File: config.mk
export PLATFORM = sky130hd
export DESIGN_NAME = ca_grid_engine
export DESIGN_NICKNAME = d
export VERILOG_FILES = /design/src/rtl/ca_grid_engine.sv
export SDC_FILE = /design/constraint.sdc
export NUM_CORES = 1
export LEC_CHECK = 0
export ABC_AREA = 1
export CAP_MARGIN = 10
export CORE_ASPECT_RATIO = 0.8
export CORE_MARGIN = 3
export CORE_UTILIZATION = 45
export CTS_CLUSTER_DIAMETER = 30
export DETAILED_ROUTE_END_ITERATION = 6
export PLACE_DENSITY = 0.66
export SKIP_CTS_REPAIR_TIMING = 1
export SYNTH_ARGS = -nofsm -noshare
export SYNTH_HDL_FRONTEND = slang
export SYNTH_SLANG_ARGS = --single-unit
File: constraint.sdc
create_clock -name clock -period 6.2 [get_ports clock]
set_input_delay 1.24 -clock clock [delete_from_list [all_inputs] [get_ports clock]]
set_output_delay 1.24 -clock clock [all_outputs]
set_load 0.05 [all_outputs]
File: src/rtl/ca_grid_engine.sv
// Double-buffered ROWSxCOLS cellular-automaton engine: the front grid is edited and read,
// a generation is computed one cell per clock into the back grid, then committed.
module ca_grid_engine #(
    parameter  int ROWS = 8,
    parameter  int COLS = 8,
    localparam int RW   = $clog2(ROWS),
    localparam int CW   = $clog2(COLS),
    localparam int N    = ROWS * COLS,
    localparam int PW   = $clog2(N + 1)
) (
    input  logic          clock,
    input  logic          reset,
    input  logic          step,
    input  logic          wrap_en,
    input  logic          nbr8_en,
    input  logic          edit_en,
    input  logic          edit_val,
    input  logic [RW-1:0] edit_row,
    input  logic [CW-1:0] edit_col,
    input  logic [RW-1:0] rd_row,
    input  logic [CW-1:0] rd_col,
    output logic          rd_state,
    output logic          busy,
    output logic          done,
    output logic [PW-1:0] pop_count,
    output logic [15:0]   gen_count
);

    localparam int IW = $clog2(N);

    typedef enum logic [1:0] {IDLE, SCAN, COMMIT} state_t;

    state_t        state;
    logic [N-1:0]  front;
    logic [N-1:0]  back;
    logic [RW-1:0] scan_r;
    logic [CW-1:0] scan_c;
    logic          mode_wrap;
    logic          mode_nbr8;

    logic [IW-1:0] scan_idx;
    logic [IW-1:0] edit_idx;
    logic [IW-1:0] rd_idx;
    logic          edit_ok;
    logic          rd_ok;
    logic          cur_cell;
    logic          next_cell;
    logic [3:0]    nbr_cnt;

    // Off-grid neighbours either wrap to the opposite edge or read as dead.
    function automatic logic cell_at(input logic [N-1:0] grid, input int r, input int c,
                                     input logic wrap);
        int rr;
        int cc;
        rr = r;
        cc = c;
        if (wrap) begin
            if (rr < 0) rr = ROWS - 1;
            else if (rr >= ROWS) rr = 0;
            if (cc < 0) cc = COLS - 1;
            else if (cc >= COLS) cc = 0;
        end
        if (rr < 0 || rr >= ROWS || cc < 0 || cc >= COLS) return 1'b0;
        return grid[IW'(rr * COLS + cc)];
    endfunction

    function automatic logic [PW-1:0] count_live(input logic [N-1:0] grid);
        logic [PW-1:0] n;
        n = '0;
        for (int i = 0; i < N; i++) n = n + PW'(grid[i]);
        return n;
    endfunction

    always_comb begin
        scan_idx = IW'(int'(scan_r) * COLS + int'(scan_c));
        edit_idx = IW'(int'(edit_row) * COLS + int'(edit_col));
        rd_idx   = IW'(int'(rd_row) * COLS + int'(rd_col));
        edit_ok  = (int'(edit_row) < ROWS) && (int'(edit_col) < COLS);
        rd_ok    = (int'(rd_row) < ROWS) && (int'(rd_col) < COLS);
        cur_cell = front[scan_idx];
        nbr_cnt  = '0;
        for (int dr = -1; dr <= 1; dr++) begin
            for (int dc = -1; dc <= 1; dc++) begin
                if ((dr != 0 || dc != 0) && (mode_nbr8 || dr == 0 || dc == 0))
                    nbr_cnt = nbr_cnt + 4'(cell_at(front, int'(scan_r) + dr,
                                                   int'(scan_c) + dc, mode_wrap));
            end
        end
        if (mode_nbr8)
            next_cell = cur_cell ? (nbr_cnt == 4'd2 || nbr_cnt == 4'd3) : (nbr_cnt == 4'd3);
        else
            next_cell = cur_cell ? (nbr_cnt == 4'd1 || nbr_cnt == 4'd2) : (nbr_cnt == 4'd2);
    end

    always_ff @(posedge clock or negedge reset) begin
        if (!reset) begin
            state     <= IDLE;
            front     <= '0;
            back      <= '0;
            scan_r    <= '0;
            scan_c    <= '0;
            mode_wrap <= 1'b0;
            mode_nbr8 <= 1'b0;
            busy      <= 1'b0;
            done      <= 1'b0;
            rd_state  <= 1'b0;
            pop_count <= '0;
            gen_count <= '0;
        end else begin
            done     <= 1'b0;
            rd_state <= rd_ok ? front[rd_idx] : 1'b0;
            case (state)
                IDLE: begin
                    // Edit lands at this edge, so a step accepted at the same edge scans it.
                    if (edit_en && edit_ok) begin
                        front[edit_idx] <= edit_val;
                        if (edit_val && !front[edit_idx])
                            pop_count <= pop_count + PW'(1);
                        else if (!edit_val && front[edit_idx])
                            pop_count <= pop_count - PW'(1);
                    end
                    if (step) begin
                        mode_wrap <= wrap_en;
                        mode_nbr8 <= nbr8_en;
                        scan_r    <= '0;
                        scan_c    <= '0;
                        busy      <= 1'b1;
                        state     <= SCAN;
                    end
                end
                SCAN: begin
                    back[scan_idx] <= next_cell;
                    if (scan_c == CW'(COLS - 1)) begin
                        scan_c <= '0;
                        if (scan_r == RW'(ROWS - 1)) state <= COMMIT;
                        else scan_r <= scan_r + RW'(1);
                    end else begin
                        scan_c <= scan_c + CW'(1);
                    end
                end
                COMMIT: begin
                    front     <= back;
                    pop_count <= count_live(back);
                    gen_count <= gen_count + 16'd1;
                    done      <= 1'b1;
                    busy      <= 1'b0;
                    state     <= IDLE;
                end
                default: state <= IDLE;
            endcase
        end
    end

endmodule
==> flow_metrics.env, run 1 <==
export IMPL_drc=0
export IMPL_antenna_found_initial=2
export IMPL_drive_gt1_share_pct=5.868
export IMPL_layout_commonest_cell="nand2_1"
export IMPL_grt_pass1_wl_um=80050
export IMPL_cts_tree="done"
export IMPL_hold_viol=0
export IMPL_synth_flop_cell="dfrtp_1"
export IMPL_cts_clk_slew_worst_paths_ns=0.07
export IMPL_regArea_mm2=0.004106
export IMPL_crit_arrival_ns=6.28
export IMPL_grt_util_all_layers_pct=31.44
export IMPL_die_h_um=163.8
export IMPL_fp_row_count=57
export IMPL_path_cells="fa_1 > inv_1 > fa_1 > fa_1 > inv_1 > fa_1 > fa_1 > fa_1 > fa_1 > fa_1 > ha_1 > nand2_1 > nand2_1 > a31oi_1 > or2_2 > nand2_1 > a21oi_1 > nand2_1 > nand2_1 > o21ai_0 > nand2_1 > nand2_1"
export IMPL_critPathMostFrequentCell="fa_1"
export IMPL_cts_root_buf="clkbuf_16"
export IMPL_wirelength_um=51980
export IMPL_critical_path_class="flip-flop to flip-flop"
export IMPL_r2r_start="back[41]"
export IMPL_relSlewSlack_pct=36.50
export IMPL_syn_inst=2050
export IMPL_place_congestion=1.021
export IMPL_ys_warn_count=0
export IMPL_detail_route_antenna_nets=0
export IMPL_period_share_pct=95.65
export IMPL_stdcell_count=2492
export IMPL_finalSetupViolCount=0
export IMPL_rrSetupSlack_ns=0.27
export IMPL_syn_num_nets=2178
export IMPL_reg2regPathDepth=22
export IMPL_area_delta_synth_final_pct=10.81
export IMPL_slowest_delay_ns=0.60
export IMPL_synthArstFlopShare_pct=100.0
export IMPL_crit_path_start="back[41]"
export IMPL_vias_per_cell=5.848
export IMPL_postPlaceCellArea_mm2=0.01483
export IMPL_cp_max_fo=5
export IMPL_layout_common_cells="nand2_1, o21ai_0, inv_1, nand3_1, dfrtp_1"
export IMPL_dieWidth_um=203.3
export IMPL_multi_input_area_mm2=0.008434
export IMPL_fp_dieArea_mm2=0.03330
export IMPL_final_max_slew_violation_count=0
export IMPL_gr_total_overflow=0
export IMPL_final_area_mm2=0.01553
export IMPL_first_iter_violations=1957
export IMPL_r2r_end="pop_count[5]"
export IMPL_status="completed"
export IMPL_dp_final_hpwl_um=39620
export IMPL_grt_pass1_vias=13330
export IMPL_ioPinCount=45
export IMPL_nets=2194
export IMPL_fill_cells=3089
export IMPL_tightest_slew_ns=0.9425
export IMPL_hp_class="flip-flop to flip-flop"
export IMPL_dpl_cell_count=2458
export IMPL_cp_required_ns=6.55
export IMPL_maxCapViolCount=0
export IMPL_start_kind="flip-flop"
export IMPL_coreArea_mm2=0.03052
export IMPL_cts_buffer_depth=2
export IMPL_htreeDepth=4
export IMPL_wl_per_cell_um=20.86
export IMPL_diodes=0
export IMPL_crit_slowest_cell="fa_1"
export IMPL_start_util_pct=45.90
export IMPL_synth_edf_count=0
export IMPL_clkLatencyLatePin_ns=0.46
export IMPL_hold_path_depth=1
export IMPL_cp_end_kind="flip-flop"
export IMPL_synth_distinct_cells=46
export IMPL_clock_sinks=164
export IMPL_syn_area_per_cell_um2=6.835
export IMPL_fin_crit_ns=5.931
export IMPL_ys_ff_latch=164
export IMPL_ys_seq_area_share_pct=29.29
export IMPL_io_buffers=44
export IMPL_grt_max_degree=96
export IMPL_cts_buffers=17
export IMPL_fmax_mhz=168.6
export IMPL_dr_pass1_iters=6
export IMPL_synthesis_area_mm2=0.01401
export IMPL_vias=14570
export IMPL_crit_end="pop_count[5]"
export IMPL_skew_ns=0.01181
worst max-delay path: cells and delay by family, from the launching register on:
kind | cells | cell delay (ns)
buffers and inverters | 2 | 0.11
and+or+nand+nor | 8 | 0.58
AOI/OAI and AO/OA | 3 | 0.43
adders and majority gates | 9 | 4.30
DFF | 1 | 0.43
per-stage QoR:
| stage | utilization (%) | TNS (ns) | setup WS, ns | hold WS (ns) |
|---|---|---|---|---|
| 5_1_grt | 50.86 | -0.01971 | -0.01971 | 0.4874 |
| 6_report | 50.86 | 0 | 0.2695 | 0.4797 |
| 3_3_place_gp | 48.59 | 0 | 0.3614 | 0.4652 |
| 3_5_place_dp | 48.59 | 0 | 0.3285 | 0.4730 |
| 4_1_cts | 50.61 | 0 | 0.2986 | 0.4822 |
| 2_1_floorplan | - | 0 | 0.5755 | 0.4619 |
final cells by class:
cell class / instances / share of cell area (%)
multi-input cells: 1514 / 54.32
flip-flops and latches: 164 / 26.45
inverters: 291 / 7.067
repair buffers: 78 / 4.859
well taps: 413 / 3.328
clock buffers: 19 / 2.853
clock inverters: 13 / 1.120
worst min-delay path by stage:
| stage | from | end | slack (ns) |
|---|---|---|---|
| floorplan | back[39] | front[39] | 0.46 |
| global placement | gen_count[15] | gen_count[15] | 0.47 |
| detailed placement | gen_count[15] | gen_count[15] | 0.47 |
| CTS | gen_count[15] | gen_count[15] | 0.48 |
| global route | gen_count[15] | gen_count[15] | 0.49 |
| finish | gen_count[15] | gen_count[15] | 0.48 |
sequential cells by signal (all words and copies together) (netlist names):
name and count:
mode_nbr8 1, busy 1, mode_wrap 1, front 64
rd_state 1, back 64, gen_count 16, scan_r 3
pop_count 7, done 1, scan_c 3, state 2
routing by layer:
metal | track usage, % | vias up | wire (um)
met5 | 0 | - | 12
met4 | 10.19 | 2 | 1640
met3 | 8.361 | 116 | 6401
met2 | 43.42 | 850 | 20910
met1 | 47.49 | 6921 | 23020
li1 | - | 6684 | -
cell usage after synthesis, drive strengths merged (5+ instances only):
master  number  area (um^2)
nand2      513         1941
or2         26        162.7
nand4        5        31.28
o21ai      317         1587
nor2       155        605.6
xnor2        9        78.83
o211ai       8        60.06
o22ai       15        93.84
buf         32        251.5
a221oi       6        52.55
nor3        43        225.2
ha          49        613.1
dfrtp      164         4104
a22oi       15        112.6
clkbuf      49        183.9
xor2        16        140.1
a21oi       52        260.3
fa          60         1201
o221ai       5        43.79
nand3      194        970.9
clkinv       7        26.28
inv        284         1066
a31oi        7        43.79
cell families (layout without fill, tap and decap cells):
kind of cell	Yosys count	in the layout	share of synthesized area, %
adders and majority gates	109	109	12.95
muxes	2	2	0.1607
DFF	164	164	29.29
AOI/OAI and AO/OA	437	437	16.79
buffers and inverters	372	401	10.90
xor gates and xnor gates	25	25	1.563
and+or+nand+nor	941	941	28.34
Power of run 1 is left out: the tool's default activity adds up to more than one toggle a clock period on the data nets, which glitch-free logic cannot reach.
==> inputs of run 2 (changes only) <==
--- a/config.mk
+++ b/config.mk
@@ -6,13 +6,16 @@
 export NUM_CORES = 1
 export LEC_CHECK = 0
 export ABC_AREA = 1
+export ABC_CLOCK_PERIOD_IN_PS = 6200
 export CAP_MARGIN = 10
+export CELL_PAD_IN_SITES_DETAIL_PLACEMENT = 1
+export CELL_PAD_IN_SITES_GLOBAL_PLACEMENT = 1
 export CORE_ASPECT_RATIO = 0.8
 export CORE_MARGIN = 3
 export CORE_UTILIZATION = 45
 export CTS_CLUSTER_DIAMETER = 30
 export DETAILED_ROUTE_END_ITERATION = 6
-export PLACE_DENSITY = 0.66
+export PLACE_DENSITY = 0.84
 export SKIP_CTS_REPAIR_TIMING = 1
 export SYNTH_ARGS = -nofsm -noshare
 export SYNTH_HDL_FRONTEND = slang
==> flow_metrics.env, run 2 (synthesized netlist as in run 1, its figures left out) <==
export IMPL_relSlewSlack_pct=28.75
export IMPL_multi_input_area_mm2=0.008498
export IMPL_skew_ns=0.01452
export IMPL_crit_arrival_ns=6.40
export IMPL_drc=0
export IMPL_maxCapViolCount=0
export IMPL_crit_slowest_cell="fa_1"
export IMPL_nets=2214
export IMPL_cp_end_kind="flip-flop"
export IMPL_vias=15270
export IMPL_wl_met3_um=6712
export IMPL_cts_tree="done"
export IMPL_dr_max_layer_used="met4"
export IMPL_grt_util_all_layers_pct=35.33
export IMPL_htreeDepth=4
export IMPL_layout_common_cells="nand2_1, o21ai_0, inv_1, nand3_1, dfrtp_1"
export IMPL_path_cells="fa_1 > inv_1 > fa_1 > fa_2 > inv_1 > fa_1 > fa_1 > fa_1 > fa_1 > fa_2 > ha_1 > a31oi_2 > or2_2 > nand2_1 > a21oi_2 > nand2_1 > nand2_1 > o21ai_0 > nand2_1 > nand2_1"
export IMPL_cts_root_buf="clkbuf_16"
export IMPL_cp_max_fo=3
export IMPL_wl_per_cell_um=23.81
export IMPL_rsz0062_at_grt="yes"
export IMPL_drive_gt1_share_pct=7.575
export IMPL_path_buf_inv=2
export IMPL_setup_slack_ns=0.1408
export IMPL_grt_pass1_wl_um=89970
export IMPL_ioPinCount=45
export IMPL_start_util_pct=45.90
export IMPL_status="completed"
export IMPL_top_regs="back x64, front x64, gen_count x16"
export IMPL_critical_path_class="flip-flop to flip-flop"
export IMPL_met1_length_um=25770
export IMPL_postPlaceCellArea_mm2=0.01493
export IMPL_rrSetupSlack_ns=0.14
export IMPL_fmax_mhz=165.0
export IMPL_dieWidth_um=203.3
export IMPL_met2_length_um=25420
export IMPL_hold_slack_ns=0.4836
export IMPL_crit_cells=20
export IMPL_regArea_mm2=0.004108
export IMPL_hold_viol=0
export IMPL_r2r_start="back[29]"
export IMPL_area_delta_synth_final_pct=11.92
export IMPL_hp_class="flip-flop to flip-flop"
export IMPL_coreArea_mm2=0.03052
export IMPL_critPathTopFamily="adder cells"
export IMPL_hold_path_depth=1
export IMPL_clock_sinks=164
export IMPL_tightest_slew_ns=1.069
export IMPL_cts_buffer_depth=2
export IMPL_cts_clk_slew_worst_paths_ns=0.08
export IMPL_start_kind="flip-flop"
export IMPL_wirelength_um=59820
export IMPL_cts_buffers=17
export IMPL_dr_pass1_iters=6
export IMPL_stdcell_count=2512
export IMPL_vias_per_cell=6.078
export IMPL_clkLatencyLatePin_ns=0.45
export IMPL_slowest_delay_ns=0.60
export IMPL_antenna_found_initial=1
export IMPL_fp_row_count=57
export IMPL_die_h_um=163.8
export IMPL_crit_path_start="back[29]"
export IMPL_fin_crit_ns=6.059
export IMPL_crit_end="pop_count[5]"
export IMPL_gr_total_overflow=0
export IMPL_detail_route_antenna_nets=0
export IMPL_dpl_cell_count=2473
export IMPL_period_share_pct=97.73
export IMPL_final_max_slew_violation_count=0
export IMPL_first_iter_violations=1781
export IMPL_fp_dieArea_mm2=0.03330
export IMPL_cp_required_ns=6.54
export IMPL_place_congestion=0.9956
export IMPL_layout_commonest_cell="nand2_1"
export IMPL_grt_max_degree=101
export IMPL_finalSetupViolCount=0
export IMPL_critPathMostFrequentCell="fa_1"
export IMPL_grt_pass1_vias=15210
export IMPL_final_area_mm2=0.01568
export IMPL_dp_final_hpwl_um=46050
export IMPL_diodes=0
export IMPL_fill_cells=4053
export IMPL_io_buffers=44
export IMPL_place_ws_ns=0.1068
export IMPL_reg2regPathDepth=20
export IMPL_r2r_end="pop_count[5]"
run 2: cell types whose count changed in the layout (fill, tap and decap cells not counted), sizes merged:
cell | previous run | this run
buf | 35 | 53
bufinv | 3 | 0
clkinvlp | 3 | 4
inv | 287 | 290
nor2 | 155 | 156
run 2: final cells by class:
| type | instances | share of cell area [%] |
|---|---|---|
| Timing Repair Buffer | 97 | 5.777 |
| Multi-Input combinational cell | 1515 | 54.19 |
| Clock inverter | 14 | 0.7580 |
| Inverter | 291 | 6.982 |
| Tap cell | 413 | 3.295 |
| Sequential cell | 164 | 26.19 |
| Clock buffer | 18 | 2.801 |
run 2: worst min-delay path by stage:
stage | start | end | slack [ns]
after floorplan | back[39] | front[39] | 0.46
after global routing | gen_count[15] | gen_count[15] | 0.50
after global placement | gen_count[15] | gen_count[15] | 0.46
final | gen_count[15] | gen_count[15] | 0.48
after detailed placement | gen_count[15] | gen_count[15] | 0.48
after CTS | gen_count[15] | gen_count[15] | 0.49
run 2: stage by stage:
step / utilization (%) / TNS, ns
after floorplan: - / 0
after global placement: 48.91 / 0
after detailed placement: 48.91 / 0
after CTS: 50.74 / 0
after global routing: 51.37 / -0.1143
final: 51.37 / 0
run 2: routing by layer:
| metal | vias up | global-route usage [%] |
|---|---|---|
| met4 | 0 | 11.54 |
| met1 | 7598 | 50.42 |
| met5 | - | 0 |
| met3 | 150 | 10.46 |
| met2 | 792 | 51.46 |
| li1 | 6728 | - |
run 2: worst reg2reg max path, cell delays in order (launching register included):
cell     delay, ns
dfrtp_1       0.42
fa_1          0.57
inv_1         0.06
fa_1          0.48
fa_2          0.55
inv_1         0.05
fa_1          0.41
fa_1          0.60
fa_1          0.46
fa_1          0.52
fa_2          0.60
ha_1          0.24
a31oi_2       0.24
or2_2         0.17
nand2_1       0.07
a21oi_2       0.18
nand2_1       0.08
nand2_1       0.06
o21ai_0       0.08
nand2_1       0.06
nand2_1       0.05
Power of run 2 is left out for the same reason.
